### src/rtl/gray_port_arbiter_if.sv
// Signal bundle between two pixel engines, the gray-image port arbiter and the
// image store. The arbiter takes the slave view; the engines/store take the master view.
interface gray_port_arbiter_if #(
  parameter int AW = 14,
  parameter int DW = 8
);
  logic          gray_ready;
  logic          req0;
  logic          req1;
  logic [AW-1:0] addr0;
  logic [AW-1:0] addr1;
  logic          lock0;
  logic          lock1;
  logic          gnt0;
  logic          gnt1;
  logic          rvalid0;
  logic          rvalid1;
  logic [DW-1:0] rdata0;
  logic [DW-1:0] rdata1;
  logic          mem_req;
  logic [AW-1:0] mem_addr;
  logic [DW-1:0] mem_data;
  logic          busy;

  modport slave (
    input  gray_ready, req0, req1, addr0, addr1, lock0, lock1, mem_data,
    output gnt0, gnt1, rvalid0, rvalid1, rdata0, rdata1, mem_req, mem_addr, busy
  );

  modport master (
    output gray_ready, req0, req1, addr0, addr1, lock0, lock1, mem_data,
    input  gnt0, gnt1, rvalid0, rvalid1, rdata0, rdata1, mem_req, mem_addr, busy
  );
endinterface

### src/rtl/gray_port_arbiter.sv
// Two-requester arbiter for the single gray-image read port: round-robin with
// locked bursts bounded by MAX_BURST, registered memory strobe, tagged data return.
module gray_port_arbiter #(
  parameter int AW        = 14,
  parameter int DW        = 8,
  parameter int MAX_BURST = 9
) (
  input  logic               clk,
  input  logic               reset,
  gray_port_arbiter_if.slave bus
);
  localparam int            CW      = $clog2(MAX_BURST + 1);
  localparam logic [CW-1:0] MAX_CNT = CW'(MAX_BURST);

  typedef enum logic {ST_WAIT, ST_RUN} state_e;

  state_e        state_q;
  logic          own_vld_q;
  logic          own_id_q;
  logic          rr_last_q;
  logic [CW-1:0] burst_cnt_q;
  logic          mem_req_q;
  logic [AW-1:0] mem_addr_q;
  logic [1:0]    tag_vld_q;
  logic [1:0]    tag_id_q;

  logic [1:0]    req_w;
  logic [1:0]    lock_w;
  logic [AW-1:0] addr_w [2];
  logic          gnt_vld;
  logic          gnt_id;
  logic          gnt_forced;
  logic          own_vld_d;
  logic          own_id_d;
  logic [CW-1:0] burst_cnt_d;
  logic [1:0]    gnt_w;
  logic [1:0]    rvalid_w;
  logic [DW-1:0] rdata_w [2];

  assign req_w     = {bus.req1, bus.req0};
  assign lock_w    = {bus.lock1, bus.lock0};
  assign addr_w[0] = bus.addr0;
  assign addr_w[1] = bus.addr1;

  always_comb begin
    gnt_vld    = 1'b0;
    gnt_id     = 1'b0;
    gnt_forced = 1'b0;
    if (state_q == ST_RUN) begin
      if (own_vld_q && req_w[own_id_q]) begin
        gnt_vld = 1'b1;
        if (burst_cnt_q < MAX_CNT || !req_w[~own_id_q]) begin
          gnt_id = own_id_q;
        end else begin
          gnt_id     = ~own_id_q;
          gnt_forced = 1'b1;
        end
      end else if (req_w[0] && req_w[1]) begin
        gnt_vld = 1'b1;
        gnt_id  = ~rr_last_q;
      end else if (req_w[0]) begin
        gnt_vld = 1'b1;
        gnt_id  = 1'b0;
      end else if (req_w[1]) begin
        gnt_vld = 1'b1;
        gnt_id  = 1'b1;
      end
    end
  end

  // Burst count saturates so an uncontested owner can keep streaming indefinitely.
  always_comb begin
    own_vld_d   = own_vld_q;
    own_id_d    = own_id_q;
    burst_cnt_d = burst_cnt_q;
    if (gnt_vld) begin
      own_vld_d = lock_w[gnt_id];
      own_id_d  = gnt_id;
      if (own_vld_q && (gnt_id == own_id_q) && !gnt_forced) begin
        burst_cnt_d = (burst_cnt_q == MAX_CNT) ? MAX_CNT : burst_cnt_q + CW'(1);
      end else begin
        burst_cnt_d = CW'(1);
      end
    end else if (own_vld_q && !req_w[own_id_q]) begin
      own_vld_d   = 1'b0;
      burst_cnt_d = '0;
    end
  end

  always_ff @(posedge clk) begin
    if (reset) begin
      state_q     <= ST_WAIT;
      own_vld_q   <= 1'b0;
      own_id_q    <= 1'b0;
      rr_last_q   <= 1'b1;
      burst_cnt_q <= '0;
      mem_req_q   <= 1'b0;
      mem_addr_q  <= '0;
      tag_vld_q   <= '0;
      tag_id_q    <= '0;
    end else begin
      if (state_q == ST_WAIT && bus.gray_ready) begin
        state_q <= ST_RUN;
      end
      own_vld_q   <= own_vld_d;
      own_id_q    <= own_id_d;
      burst_cnt_q <= burst_cnt_d;
      mem_req_q   <= gnt_vld;
      if (gnt_vld) begin
        rr_last_q  <= gnt_id;
        mem_addr_q <= addr_w[gnt_id];
      end
      // Stage 0 lines up with mem_req, stage 1 with the returning mem_data.
      tag_vld_q <= {tag_vld_q[0], gnt_vld};
      tag_id_q  <= {tag_id_q[0], gnt_id};
    end
  end

  for (genvar gi = 0; gi < 2; gi++) begin : g_port
    assign gnt_w[gi]    = gnt_vld && (gnt_id == 1'(gi));
    assign rvalid_w[gi] = tag_vld_q[1] && (tag_id_q[1] == 1'(gi));
    assign rdata_w[gi]  = rvalid_w[gi] ? bus.mem_data : '0;
  end

  assign bus.gnt0     = gnt_w[0];
  assign bus.gnt1     = gnt_w[1];
  assign bus.rvalid0  = rvalid_w[0];
  assign bus.rvalid1  = rvalid_w[1];
  assign bus.rdata0   = rdata_w[0];
  assign bus.rdata1   = rdata_w[1];
  assign bus.mem_req  = mem_req_q;
  assign bus.mem_addr = mem_addr_q;
  assign bus.busy     = own_vld_q | (|tag_vld_q);
endmodule

### src/flat_wrapper.sv
// flat-port wrapper written by rule: the top's interface ports become plain ports
module gray_port_arbiter_flat 
#(
  parameter int AW        = 14,
  parameter int DW        = 8,
  parameter int MAX_BURST = 9
)
  (clk, reset, bus_gray_ready, bus_req0, bus_req1, bus_addr0, bus_addr1, bus_lock0, bus_lock1, bus_mem_data, bus_gnt0, bus_gnt1, bus_rvalid0, bus_rvalid1, bus_rdata0, bus_rdata1, bus_mem_req, bus_mem_addr, bus_busy);
  gray_port_arbiter_if #(.AW(AW), .DW(DW)) bus_i ();
  input  logic clk;
  input  logic reset;
  input wire logic [$bits(bus_i.gray_ready)-1:0] bus_gray_ready;
  input wire logic [$bits(bus_i.req0)-1:0] bus_req0;
  input wire logic [$bits(bus_i.req1)-1:0] bus_req1;
  input wire logic [$bits(bus_i.addr0)-1:0] bus_addr0;
  input wire logic [$bits(bus_i.addr1)-1:0] bus_addr1;
  input wire logic [$bits(bus_i.lock0)-1:0] bus_lock0;
  input wire logic [$bits(bus_i.lock1)-1:0] bus_lock1;
  input wire logic [$bits(bus_i.mem_data)-1:0] bus_mem_data;
  output wire logic [$bits(bus_i.gnt0)-1:0] bus_gnt0;
  output wire logic [$bits(bus_i.gnt1)-1:0] bus_gnt1;
  output wire logic [$bits(bus_i.rvalid0)-1:0] bus_rvalid0;
  output wire logic [$bits(bus_i.rvalid1)-1:0] bus_rvalid1;
  output wire logic [$bits(bus_i.rdata0)-1:0] bus_rdata0;
  output wire logic [$bits(bus_i.rdata1)-1:0] bus_rdata1;
  output wire logic [$bits(bus_i.mem_req)-1:0] bus_mem_req;
  output wire logic [$bits(bus_i.mem_addr)-1:0] bus_mem_addr;
  output wire logic [$bits(bus_i.busy)-1:0] bus_busy;
  assign bus_i.gray_ready = bus_gray_ready;
  assign bus_i.req0 = bus_req0;
  assign bus_i.req1 = bus_req1;
  assign bus_i.addr0 = bus_addr0;
  assign bus_i.addr1 = bus_addr1;
  assign bus_i.lock0 = bus_lock0;
  assign bus_i.lock1 = bus_lock1;
  assign bus_i.mem_data = bus_mem_data;
  assign bus_gnt0 = bus_i.gnt0;
  assign bus_gnt1 = bus_i.gnt1;
  assign bus_rvalid0 = bus_i.rvalid0;
  assign bus_rvalid1 = bus_i.rvalid1;
  assign bus_rdata0 = bus_i.rdata0;
  assign bus_rdata1 = bus_i.rdata1;
  assign bus_mem_req = bus_i.mem_req;
  assign bus_mem_addr = bus_i.mem_addr;
  assign bus_busy = bus_i.busy;
  gray_port_arbiter #(.AW(AW), .DW(DW), .MAX_BURST(MAX_BURST)) u_core (.clk(clk), .reset(reset), .bus(bus_i));
endmodule
### config.mk
export PLATFORM = sky130hd
export DESIGN_NAME = gray_port_arbiter_flat
export DESIGN_NICKNAME = d
export VERILOG_FILES = /design/src/rtl/gray_port_arbiter_if.sv /design/src/rtl/gray_port_arbiter.sv /design/src/flat_wrapper.sv
export SDC_FILE = /design/constraint.sdc
export NUM_CORES = 1
export LEC_CHECK = 0
export ABC_AREA = 1
export BUFFER_PORTS_ARGS = -buffer_cell sky130_fd_sc_hd__buf_2
export CAP_MARGIN = 20
export CORE_ASPECT_RATIO = 1.2
export CORE_MARGIN = 8
export CORE_UTILIZATION = 48
export CTS_CLUSTER_DIAMETER = 30
export CTS_CLUSTER_SIZE = 8
export DETAILED_ROUTE_END_ITERATION = 10
export PLACE_DENSITY = 0.95
export SLEW_MARGIN = 10
export SYNTH_ARGS = -nofsm -noshare
export SYNTH_HDL_FRONTEND = slang
export SYNTH_SLANG_ARGS = --single-unit
### constraint.sdc
create_clock -name clk -period 2.3 [get_ports clk]
set_input_delay 0.345 -clock clk [delete_from_list [all_inputs] [get_ports clk]]
set_output_delay 0.345 -clock clk [all_outputs]
set_load 0.005 [all_outputs]
; Yosys cells after proc, flatten, opt, wreduce, memory -nomap -nowiden
; Cells that the tools add are included.
[word_totals]
romBits = 0
n_memories = 0
latch_bits = 0
regBits = 27
wordCells = 70
inputBits = 43
out_inout_bits = 36
mem_bits_rw = 0
[classes]
eq_ne = 2
n_bitwise = 7
n_mul = 0
n_div = 0
n_shift = 0
addsub = 1
reduce_logical = 16
n_lt_le_gt_ge = 5
mux = 30
[op_table]
columns = operator, n
row1 = $mux 14, 3
row2 = $mux 1, 21
row3 = $mux 4, 4
row4 = $mux 8, 2
row5 = $logic_and 1x1->1, 10
row6 = $lt 1x2->1 const B, 3
row7 = $not 1->1, 5
row8 = $add 4x1->4 const B, 1
row9 = $eq 4x4->1 const B, 1
row10 = $lt 4x4->1 const B, 1
row11 = $logic_not 1->1, 3
row12 = $ge 2x2->1 const B, 1
row13 = $not 1->2, 1
row14 = $reduce_bool 2->1, 1
row15 = $reduce_or 2->1, 1
row16 = $eq 1x1->1, 1
row17 = $logic_or 1x1->1, 1
row18 = $or 1x1->1, 1

; Logic depth before layout (Yosys ltp)
; Gate-level depths: netlist of the first run.
[logic_depth]
ltp_word = 13
mapped_depth = 12

; Worst setup path before layout of the first run
; Ideal clock, no wire load.
[synth_path]
kind = reg2out
start = reg u_core.own_id_q
end = out bus_gnt0
stages_incl_launch_ff = 9
t_arrival_ns = 1.116
path_slack_ns = 0.839
required_ns = 1.955
path_buffers = 1
cell_sequence = dfxtp_1 buf_6 o21ai_2 nand2_2 clkinv_1 nand3_4 nand2_4 inv_1 nor2_1
[synth_between]
elab_chain_cells = 9
word_cells_on_any_way = 15
classes_between = 9 x mux / 2 x bitwise / 4 x reduce/logical
[synth_lines]
columns = item, line_no
row1 = start: declaration, gray_port_arbiter.sv:19  ; logic own_id_q;
row2 = start signal: assignment, gray_port_arbiter.sv:106  ; own_id_q <= own_id_d;
row3 = $mux 1 (implied by the code) (2 in a row), gray_port_arbiter.sv:52  ; if (burst_cnt_q < MAX_CNT || !req_w[~own_id_q]) begin
row4 = $logic_not 1->1, gray_port_arbiter.sv:52
row5 = $logic_or 1x1->1, gray_port_arbiter.sv:52
row6 = $mux 1, gray_port_arbiter.sv:52
row7 = $mux 1, gray_port_arbiter.sv:50  ; if (own_vld_q && req_w[own_id_q]) begin
row8 = $mux 1, gray_port_arbiter.sv:49  ; if (state_q == ST_RUN) begin
row9 = $not 1->1, gray_port_arbiter.sv:120  ; assign gnt_w[gi] = gnt_vld && (gnt_id == 1'(gi));
row10 = $logic_and 1x1->1 *, gray_port_arbiter.sv:120
row11 = end: declaration, flat_wrapper.sv:20  ; output wire logic [$bits(bus_i.gnt0)-1:0] bus_gnt0;
; Every way passes the cells marked *; elsewhere a longest branch is shown, timed or not. The select of a mux whose other input is x is not followed.

; Final worst setup path of the first run
; Same ends and word-level chain as after synthesis.

==> qor.yml, run 1 <==
run_status: "completed"
crit_slowest_cell: "dfxtp_1"
cp.arrival_ps: 1720
min_period_ps: 2062
drc: 0
combPwrFrac_pct: 24.6
end_kind: "primary output"
grt_max_degree: 26
leakage_nw: 1.092
synth_nets: 270
finalWirelength_um: 4342
vias: 1652
cts_made_buffers: 3
cts_num_sinks: 26
track_usage_pct: 16.59
root_buffer: "clkbuf_4"
cts_hold_buf: 0
critPathBufInv: 3
path_class: "flop to primary output"
globalplace.congestion: 0.8932
dp_hpwl_um: 3545
wl_per_cell_um: 12.85
n_antenna_cell: 0
portBuffers: 78
fin_crit_sh_pct: 89.65
drt-pass1-iter-count: 4
worstHoldPathCells: 3
r2r_start: "u_core.own_id_q$_SDFFE_PP0P_"
finalNetCount: 347
syn_area_per_cell_um2: 6.725
synth.cell_area_um2: 1526
io_pins: 79
post_cts_resized: 0
clk_pin_slew_worst_paths_ps: 130
power_density_nw_per_um2: 465.5
cp_cell_sequence: "o21ai_2 > nand2_2 > clkinv_1 > nand3_4 > nand2_4 > inv_1 > nor2_1 > buf_2"
nFillCells: 281
worstSetupStartpointType: "flop"
required_ps: 1960
drv_cap: 0
ys_seq_elements: 26
synth_cell_types: 25
area_delta_synth_final_pct: 27.13
gr-total-overflow: 0
via_per_inst: 4.888
cts_tree: "yes"
async_flop_share_pct: 0
slew_violations: 0
power.share.sequential_pct: 54.8
crit_family: "flip-flops"
setup_tns_ps: 0
yosysMostFrequentCell: "nand2_1"
hold_start: "bus_gray_ready"
grt_pass1_wl_um: 7120
finalSetupViolCount: 0
synth_edf_count: 0
worst_pin_slew_ps: 519.0
skew_ps: 8.415
die_x_um: 67.48
path_depth: 8
core_um2: 3055
post_cts_buffers: 0
yosysWarnings: 0
antenna_left: 0
fmax_mhz: 485.0
rsz0062_at_grt: "no"
critPathMaxStageDelay_ps: 530
postSynthCellCount: 227
die_area_um2: 5248
r2r_setup_slack_ps: 520
yosysSeqAreaShare_pct: 34.10
r2r-end: "u_core.bus.mem_addr[9]$_SDFFE_PP0P_"
power.switching_w: 0.0002704
slew_headroom_pct: 65.40
h-tree-depth: 1
rows: 22
dr.first_iter.drc_count: 61
netlist_top_cells_area: "dfxtp_1 34%, nand2_1 11%, inv_1 10%, a21oi_2 7.5%, nand3_1 6.9%"
drive_gt1_share_pct: 41.72
worst-path-max-fanout: 9
synth_flop_cell: "dfxtp_1"
pre_cts_slack_ps: 510.2
initial_core_util_pct: 49.96
reg2reg_depth: 9
grt_pass1_vias: 1665
insertion_delay_ps: 310
ir_drop_uv: 350.4
synth_common_cells: "45 x nand2_1, 41 x inv_1, 27 x nor2_1"
p_int_w: 0.0006330
min_path_type: "input port to flop"
antenna_found_initial: 0
hold_viol: 0
clockBufferDepth: 2
fp.dieH_um: 77.78
total_power_w: 0.0009034
hold_end: "u_core.state_q$_SDFFE_PP0P_"
synth_top_cell_by_area: "dfxtp_1"
synth_top_area_share_pct: 34.10
pwr-share-clk_pct: 20.6
p_sw_share_pct: 29.93
fin_ws_ps: 238.1
==> placed cells by master, fill, tap and decap left out, types with 2 or more instances in the layout <==
cell,instances
clkbuf_4,3
nor3_1,2
nand2_2,2
nand2_1,45
nand3_1,21
buf_2,78
dfxtp_1,26
a21oi_1,5
inv_1,41
o21ai_2,12
inv_2,12
nor2_1,27
a21oi_2,13
nand4_1,5
buf_4,2
==> routing by layer <==
metal  vias up  GRT usage [%]  share of wire (%)
li1        839              -                  -
met1       759          17.77                 39
met2        44          29.06                 54
met3        10          3.592                4.7
met4         0          8.386                2.8
met5         -              0                  0
==> cell families after synthesis <==
family          after synthesis  share of synthesized area, %
simple gates                106                         30.82
buf+inv                      62                         17.13
flops                        26                         34.10
xor+xnor                      1                        0.5739
compound gates               32                         17.38
==> cell type report <==
type	count	area (um^2)	area share (%)
flip-flops and latches	26	520.5	26.82
repair buffers	80	405.4	20.89
inverters	54	202.7	10.44
clock buffers	3	22.52	1.161
multi-input cells	139	744.5	38.36
well taps	36	45.04	2.321
==> power by group through the flow <==
stage          Clock, W  Combinational (W)  Sequential (W)
4_1_cts        0.000189           0.000225        0.000494
5_1_grt        0.000218           0.000248        0.000498
3_3_place_gp          0           0.000216        0.000504
3_5_place_dp          0           0.000224        0.000504
2_1_floorplan         0           0.000142        0.000503
6_report       0.000186           0.000222        0.000495
==> worst min-delay path: stages <==
cell and delay (ps):
buf_2 80, nor2_1 30, nor2_1 70
==> sequential cells by signal, indices dropped and copies added (netlist names) <==
| name | flops |
|---|---|
| u_core.burst_cnt_q | 4 |
| u_core.bus.mem_addr | 14 |
| u_core.own_id_q | 1 |
| u_core.own_vld_q | 1 |
| u_core.rr_last_q | 1 |
| u_core.state_q | 1 |
| u_core.tag_id_q | 2 |
| u_core.tag_vld_q | 2 |
==> how the worst max path moves through the flow <==
stage	startpoint	end	slack [ps]
floorplan	u_core.own_id_q$_SDFFE_PP0P_	bus_gnt0	840
global placement	bus_req0	u_core.bus.mem_addr[2]$_SDFFE_PP0P_	600
detailed placement	bus_req0	u_core.own_vld_q$_SDFFE_PP0P_	510
CTS	u_core.own_id_q$_SDFFE_PP0P_	bus_gnt0	240
global route	u_core.own_id_q$_SDFFE_PP0P_	bus_gnt0	100
finish	u_core.own_id_q$_SDFFE_PP0P_	bus_gnt0	240
==> through the flow <==
stage	area, um^2	cells	util [%]	hold slack, ps
after global placement	1918	335	62.78	393.0
final	1941	338	63.51	238.7
after CTS	1941	338	63.51	240.5
after detailed placement	1918	335	62.78	407.5
after floorplan	1526	227	-	388.3
after global routing	1941	338	63.51	250.9
Power figures use the tool's default switching activity.
==> run 2, diff against run 1 <==
--- a/config.mk
+++ b/config.mk
@@ -10,11 +10,11 @@
 export CAP_MARGIN = 20
 export CORE_ASPECT_RATIO = 1.2
 export CORE_MARGIN = 8
-export CORE_UTILIZATION = 48
+export CORE_UTILIZATION = 47
 export CTS_CLUSTER_DIAMETER = 30
 export CTS_CLUSTER_SIZE = 8
 export DETAILED_ROUTE_END_ITERATION = 10
-export PLACE_DENSITY = 0.95
+export PLACE_DENSITY = 0.94
 export SLEW_MARGIN = 10
 export SYNTH_ARGS = -nofsm -noshare
 export SYNTH_HDL_FRONTEND = slang
==> qor.yml, run 2 (same netlist as run 1, synthesis figures left out) <==
drt-pass1-iter-count: 4  # unchanged
required_ps: 1960  # about the same
io_pins: 79  # unchanged
cts_made_buffers: 3  # unchanged
core_um2: 3083  # +0.90%
die_area_um2: 5335  # +1.7%
hold_viol: 0  # unchanged
drv_cap: 0  # unchanged
run_status: "completed"
dr.first_iter.drc_count: 43  # -30%
path_class: "flop to primary output"
via_per_inst: 4.926  # +0.79%
dp_hpwl_um: 3436  # -3.1%
antenna_found_initial: 0  # unchanged
clk_pin_slew_worst_paths_ps: 140  # about the same
finalNetCount: 347  # unchanged
setup_tns_ps: 0  # unchanged
fin_ws_ps: 248.9  # +10.77 ps
post_cts_resized: 0  # unchanged
worstSetupStartpointType: "flop"
drc: 0  # unchanged
worst_pin_slew_ps: 508.2  # -10.85 ps
power_density_nw_per_um2: 483.3  # +3.8%
globalplace.congestion: 0.9201  # +3.0%
cts_tree: "yes"
pre_cts_slack_ps: 477.8  # -32.42 ps
gr-total-overflow: 0  # unchanged
fmax_mhz: 487.5  # +0.52%
skew_ps: 1.308  # -7.107 ps
layout_common_cells: "78 x buf_2, 45 x nand2_1, 41 x inv_1"
grt_pass1_vias: 1689  # +1.4%
rows: 22  # unchanged
initial_core_util_pct: 49.51  # -0.45 points
hold_slack_ps: 243.7  # +4.980 ps
cts_hold_buf: 0  # unchanged
insertion_delay_ps: 310  # about the same
wl_per_cell_um: 12.12  # -5.6%
die_x_um: 68.03  # +0.81%
grt_pass1_wl_um: 6879  # -3.4%
end_kind: "primary output"
clockBufferDepth: 2  # unchanged
total_power_w: 0.0009452  # +4.6%
leakage_nw: 1.099  # +0.70%
n_antenna_cell: 0  # unchanged
cp.arrival_ps: 1710  # about the same
root_buffer: "clkbuf_4"
final_common_cell: "buf_2"
track_usage_pct: 15.56  # -1.0 points
drive_gt1_share_pct: 42.24  # +0.52 points
post_cts_buffers: 0  # unchanged
worst-path-max-fanout: 17  # +8
grt_max_degree: 22  # -15%
area_delta_synth_final_pct: 28.12
antenna_left: 0  # unchanged
vias: 1670  # +1.1%
largest_reg_flops: 14  # unchanged
fp.dieH_um: 78.43  # +0.84%
min_path_type: "input port to flop"
nFillCells: 283  # +0.71%
h-tree-depth: 1  # unchanged
finalSetupViolCount: 0  # unchanged
fin_crit_sh_pct: 89.18  # -0.47 points
portBuffers: 78  # unchanged
slew_headroom_pct: 66.12  # +0.72 points
cts_num_sinks: 26  # unchanged
slew_violations: 0  # unchanged
finalWirelength_um: 4109  # -5.4%
rsz0062_at_grt: "no"
ir_drop_uv: 422.0  # +20%
min_period_ps: 2051  # -10.77 ps
-- run 2: changes by cell type in the layout (fill, tap and decap cells not counted) --
| cell | before | now |
|---|---|---|
| clkbuf_8 | 0 | 1 |
| dfxtp_1 | 26 | 25 |
| dfxtp_2 | 0 | 1 |
-- run 2: path summary, 6_finish.rpt --
path,endpoint,from,cells after the start,slack [ps]
max,bus_gnt0,u_core.own_id_q$_SDFFE_PP0P_,9,250
min,u_core.state_q$_SDFFE_PP0P_,bus_gray_ready,3,240
max reg2reg,u_core.bus.mem_addr[9]$_SDFFE_PP0P_,u_core.own_id_q$_SDFFE_PP0P_,9,630
min reg2reg,u_core.tag_id_q[1]$_SDFF_PP0_,u_core.tag_id_q[0]$_SDFF_PP0_,2,420
-- run 2: layer usage --
layer  global-route usage [%]  vias up  routed length (um)
met5                        0        -                   0
met2                    29.07       78                2089
met4                    5.133        0                  66
li1                         -      842                   -
met3                    5.540       10                 510
met1                    14.94      740                1442
-- run 2: cell type report --
type | instances | area (um^2) | share of cell area, %
Inverter | 54 | 202.7 | 10.36
Timing Repair Buffer | 80 | 405.4 | 20.73
Multi-Input combinational cell | 139 | 744.5 | 38.07
Tap cell | 36 | 45.04 | 2.303
Clock buffer | 4 | 36.28 | 1.855
Sequential cell | 26 | 521.8 | 26.68
-- run 2: stage by stage --
stage,cell area (um^2),std cells,utilization (%)
floorplan,1526,227,-
global placement,1918,335,62.22
detailed placement,1918,335,62.22
CTS,1954,339,63.39
global route,1956,339,63.43
finish,1956,339,63.43
-- run 2: power breakdown --
part	internal, W	switching [W]	leakage [nW]
Sequential	0.000478	0.0000173	0.213
Clock	0.0000966	0.000133	0.0210
Combinational	0.0000943	0.000126	0.865
Total	0.000669	0.000276	1.10
-- run 2: critical path, cell delays in order, from the launching register on --
cell and delay, ps:
dfxtp_2 450, nand2_2 70, o21ai_2 70, nand2_2 100
clkinv_1 100, nand3_4 90, nand2_4 190, inv_1 120
nor2_1 90, buf_2 120
==> run 3, diff against run 2 <==
--- a/config.mk
+++ b/config.mk
@@ -5,16 +5,15 @@
 export SDC_FILE = /design/constraint.sdc
 export NUM_CORES = 1
 export LEC_CHECK = 0
-export ABC_AREA = 1
 export BUFFER_PORTS_ARGS = -buffer_cell sky130_fd_sc_hd__buf_2
 export CAP_MARGIN = 20
 export CORE_ASPECT_RATIO = 1.2
 export CORE_MARGIN = 8
-export CORE_UTILIZATION = 47
+export CORE_UTILIZATION = 46
 export CTS_CLUSTER_DIAMETER = 30
 export CTS_CLUSTER_SIZE = 8
 export DETAILED_ROUTE_END_ITERATION = 10
-export PLACE_DENSITY = 0.94
+export PLACE_DENSITY = 0.95
 export SLEW_MARGIN = 10
 export SYNTH_ARGS = -nofsm -noshare
 export SYNTH_HDL_FRONTEND = slang
==> qor.yml, run 3 <==
core_um2: 2733  # -11%
portBuffers: 78  # unchanged
finalSetupViolCount: 0  # unchanged
io_pins: 79  # unchanged
hold_viol: 0  # unchanged
yosysWarnings: 0  # unchanged
post_cts_buffers: 0  # unchanged
met1_usage_pct: 14.64  # -0.30 points
track_usage_pct: 15.49  # -0.073 points
grt-busiest-layer: "met2"
grt_pass1_wl_um: 6044  # -12%
layout_common_cells: "78 x buf_2, 26 x dfxtp_1, 20 x nand2_1"
worstSetupStartpointType: "flop"
n_antenna_cell: 0  # unchanged
required_ps: 1960  # about the same
drive_gt1_share_pct: 43.75  # +1.5 points
setup_tns_ps: 0  # unchanged
cp_cell_sequence: "o311a_4 > mux2i_2 > a211oi_4 > nor2_1 > buf_2"
yosysMostFrequentCell: "dfxtp_1"
synth_edf_count: 0  # unchanged
cts_tree: "yes"
synth_flop_cell: "dfxtp_1"
drc: 0  # unchanged
dp_hpwl_um: 3118  # -9.3%
slew_headroom_pct: 73.15  # +7.0 points
synth_nets: 186  # -31%
insertion_delay_ps: 330  # +20 ps
async_flop_share_pct: 0  # unchanged
use_met2_pct: 27.10  # -2.0 points
gr-total-overflow: 0  # unchanged
rsz0062_at_grt: "no"
finalNetCount: 268  # -23%
finalWirelength_um: 3859  # -6.1%
ir_drop_uv: 381.7  # -9.6%
netlist_top_cells_area: "dfxtp_1 40%, a22oi_1 8.1%, nand2_1 5.8%, o21ai_0 5.0%, and2_1 4.8%"
synth_top_area_share_pct: 40.31  # +6.2 points
yosysSeqAreaShare_pct: 40.31  # +6.2 points
postSynthCellCount: 143  # -37%
worst_pin_slew_ps: 395.0  # -113.2 ps
synth.cell_area_um2: 1291  # -15%
cts_made_buffers: 3  # unchanged
die_x_um: 64.37  # -5.4%
cp.arrival_ps: 1810  # +100 ps
fin_util_pct: 64.74  # +1.3 points
synth_top_cell_by_area: "dfxtp_1"
skew_ps: 6.530  # +5.222 ps
rows: 21  # -4.5%
slew_violations: 0  # unchanged
synth_cell_types: 35  # +40%
worst-path-max-fanout: 7  # -10
final_common_cell: "buf_2"
power_density_nw_per_um2: 555.1  # +15%
run_status: "completed"
min_period_ps: 2156  # +104.7 ps
synth_common_cells: "26 x dfxtp_1, 20 x nand2_1, 14 x a22oi_1"
vias: 1371  # -18%
drt-pass1-iter-count: 4  # unchanged
via_per_inst: 5.314  # +7.9%
end_kind: "primary output"
met3_usage_pct: 6.627  # +1.1 points
multi_input_area_um2: 714.4  # -4.0%
regArea_um2: 520.5  # -0.24%
path_class: "flop to primary output"
wl_per_cell_um: 14.96  # +23%
area_delta_synth_final_pct: 37.02
leakage_nw: 0.8786  # -20%
syn_area_per_cell_um2: 9.030  # +34%
clk_pin_slew_worst_paths_ps: 140  # about the same
h-tree-depth: 1  # unchanged
grt_pass1_vias: 1439  # -15%
min_path_type: "input port to flop"
grt_max_degree: 17  # -23%
cts_num_sinks: 26  # unchanged
clockBufferDepth: 2  # unchanged
largest_reg_flops: 14  # unchanged
globalplace.congestion: 0.8925  # -3.0%
root_buffer: "clkbuf_4"
crit_slowest_cell: "dfxtp_1"
antenna_found_initial: 0  # unchanged
nFillCells: 253  # -11%
fp.dieH_um: 74.04  # -5.6%
dr.first_iter.drc_count: 57  # +33%
critPathMaxStageDelay_ps: 400  # -50 ps
initial_core_util_pct: 47.25  # -2.3 points
drv_cap: 0  # unchanged
fmax_mhz: 463.9  # -4.9%
ys_seq_elements: 26  # unchanged
fin_crit_sh_pct: 93.73  # +4.6 points
die_area_um2: 4766  # -11%
antenna_left: 0  # unchanged
## run 3: cells by family after synthesis
group	share of synthesized area, %
compound gates	25.87
xor+xnor	1.357
buf+inv	4.942
flops	40.31
mux	1.066
simple gates	26.45
## run 3: area by class of cell
| class | count | share of cell area (%) |
|---|---|---|
| Clock buffer | 3 | 1.273 |
| Clock inverter | 1 | 1.697 |
| Inverter | 1 | 0.2122 |
| Multi-Input combinational cell | 109 | 40.38 |
| Sequential cell | 26 | 29.42 |
| Tap cell | 34 | 2.405 |
| Timing Repair Buffer | 84 | 24.61 |
## run 3: stage by stage
stage	hold WS (ps)	instances	instance area (um^2)	setup slack [ps]	total power, W
2_1_floorplan	413.8	143	1291	456.4	0.0005883
3_3_place_gp	417.6	254	1709	538.3	0.0006710
3_5_place_dp	433.8	254	1709	495.2	0.0006764
4_1_cts	203.4	258	1762	109.7	0.0009859
5_1_grt	199.1	258	1769	25.50	0.001032
6_report	208.8	258	1769	144.2	0.0009820
## run 3: repair_timing
action                     4_1_cts  5_1_grt
hold buffers                     0        0
resized for setup                0        1
setup endpoints to repair        0        1
## run 3: critical path, delay by kind of cell (launching register included)
family | cells | cell delay [ps]
buffers and inverters | 1 | 120
multiplexers | 1 | 370
AND/OR/NAND/NOR | 1 | 120
flip-flops | 1 | 400
AO/OA/AOI/OAI | 2 | 480
## run 3: path summary, 6_finish.rpt
check | start | to | slack [ps] | cells after the start
setup / recovery | u_core.burst_cnt_q[0]$_SDFFE_PP0P_ | bus_gnt0 | 140 | 5
hold / removal | bus_lock1 | u_core.own_vld_q$_SDFFE_PP0P_ | 210 | 3
hold reg to reg | u_core.tag_id_q[0]$_SDFF_PP0_ | u_core.tag_id_q[1]$_SDFF_PP0_ | 460 | 1
setup reg to reg | u_core.burst_cnt_q[0]$_SDFFE_PP0P_ | u_core.bus.mem_addr[9]$_SDFFE_PP0P_ | 460 | 6
## run 3: power breakdown
group / internal (W) / switching, W / leakage [nW] / total, W
Clock: 0.000176 / 0.000137 / 0.0279 / 0.000314
Combinational: 0.0000831 / 0.0000827 / 0.638 / 0.000166
Sequential: 0.000480 / 0.0000222 / 0.213 / 0.000503
Total: 0.000740 / 0.000242 / 0.879 / 0.000982
## run 3: layer usage
metal | part of all wire (%) | routed length [um]
met1 | 37 | 1418
met2 | 47 | 1829
met3 | 12 | 482
met4 | 3.3 | 128
met5 | 0 | 0
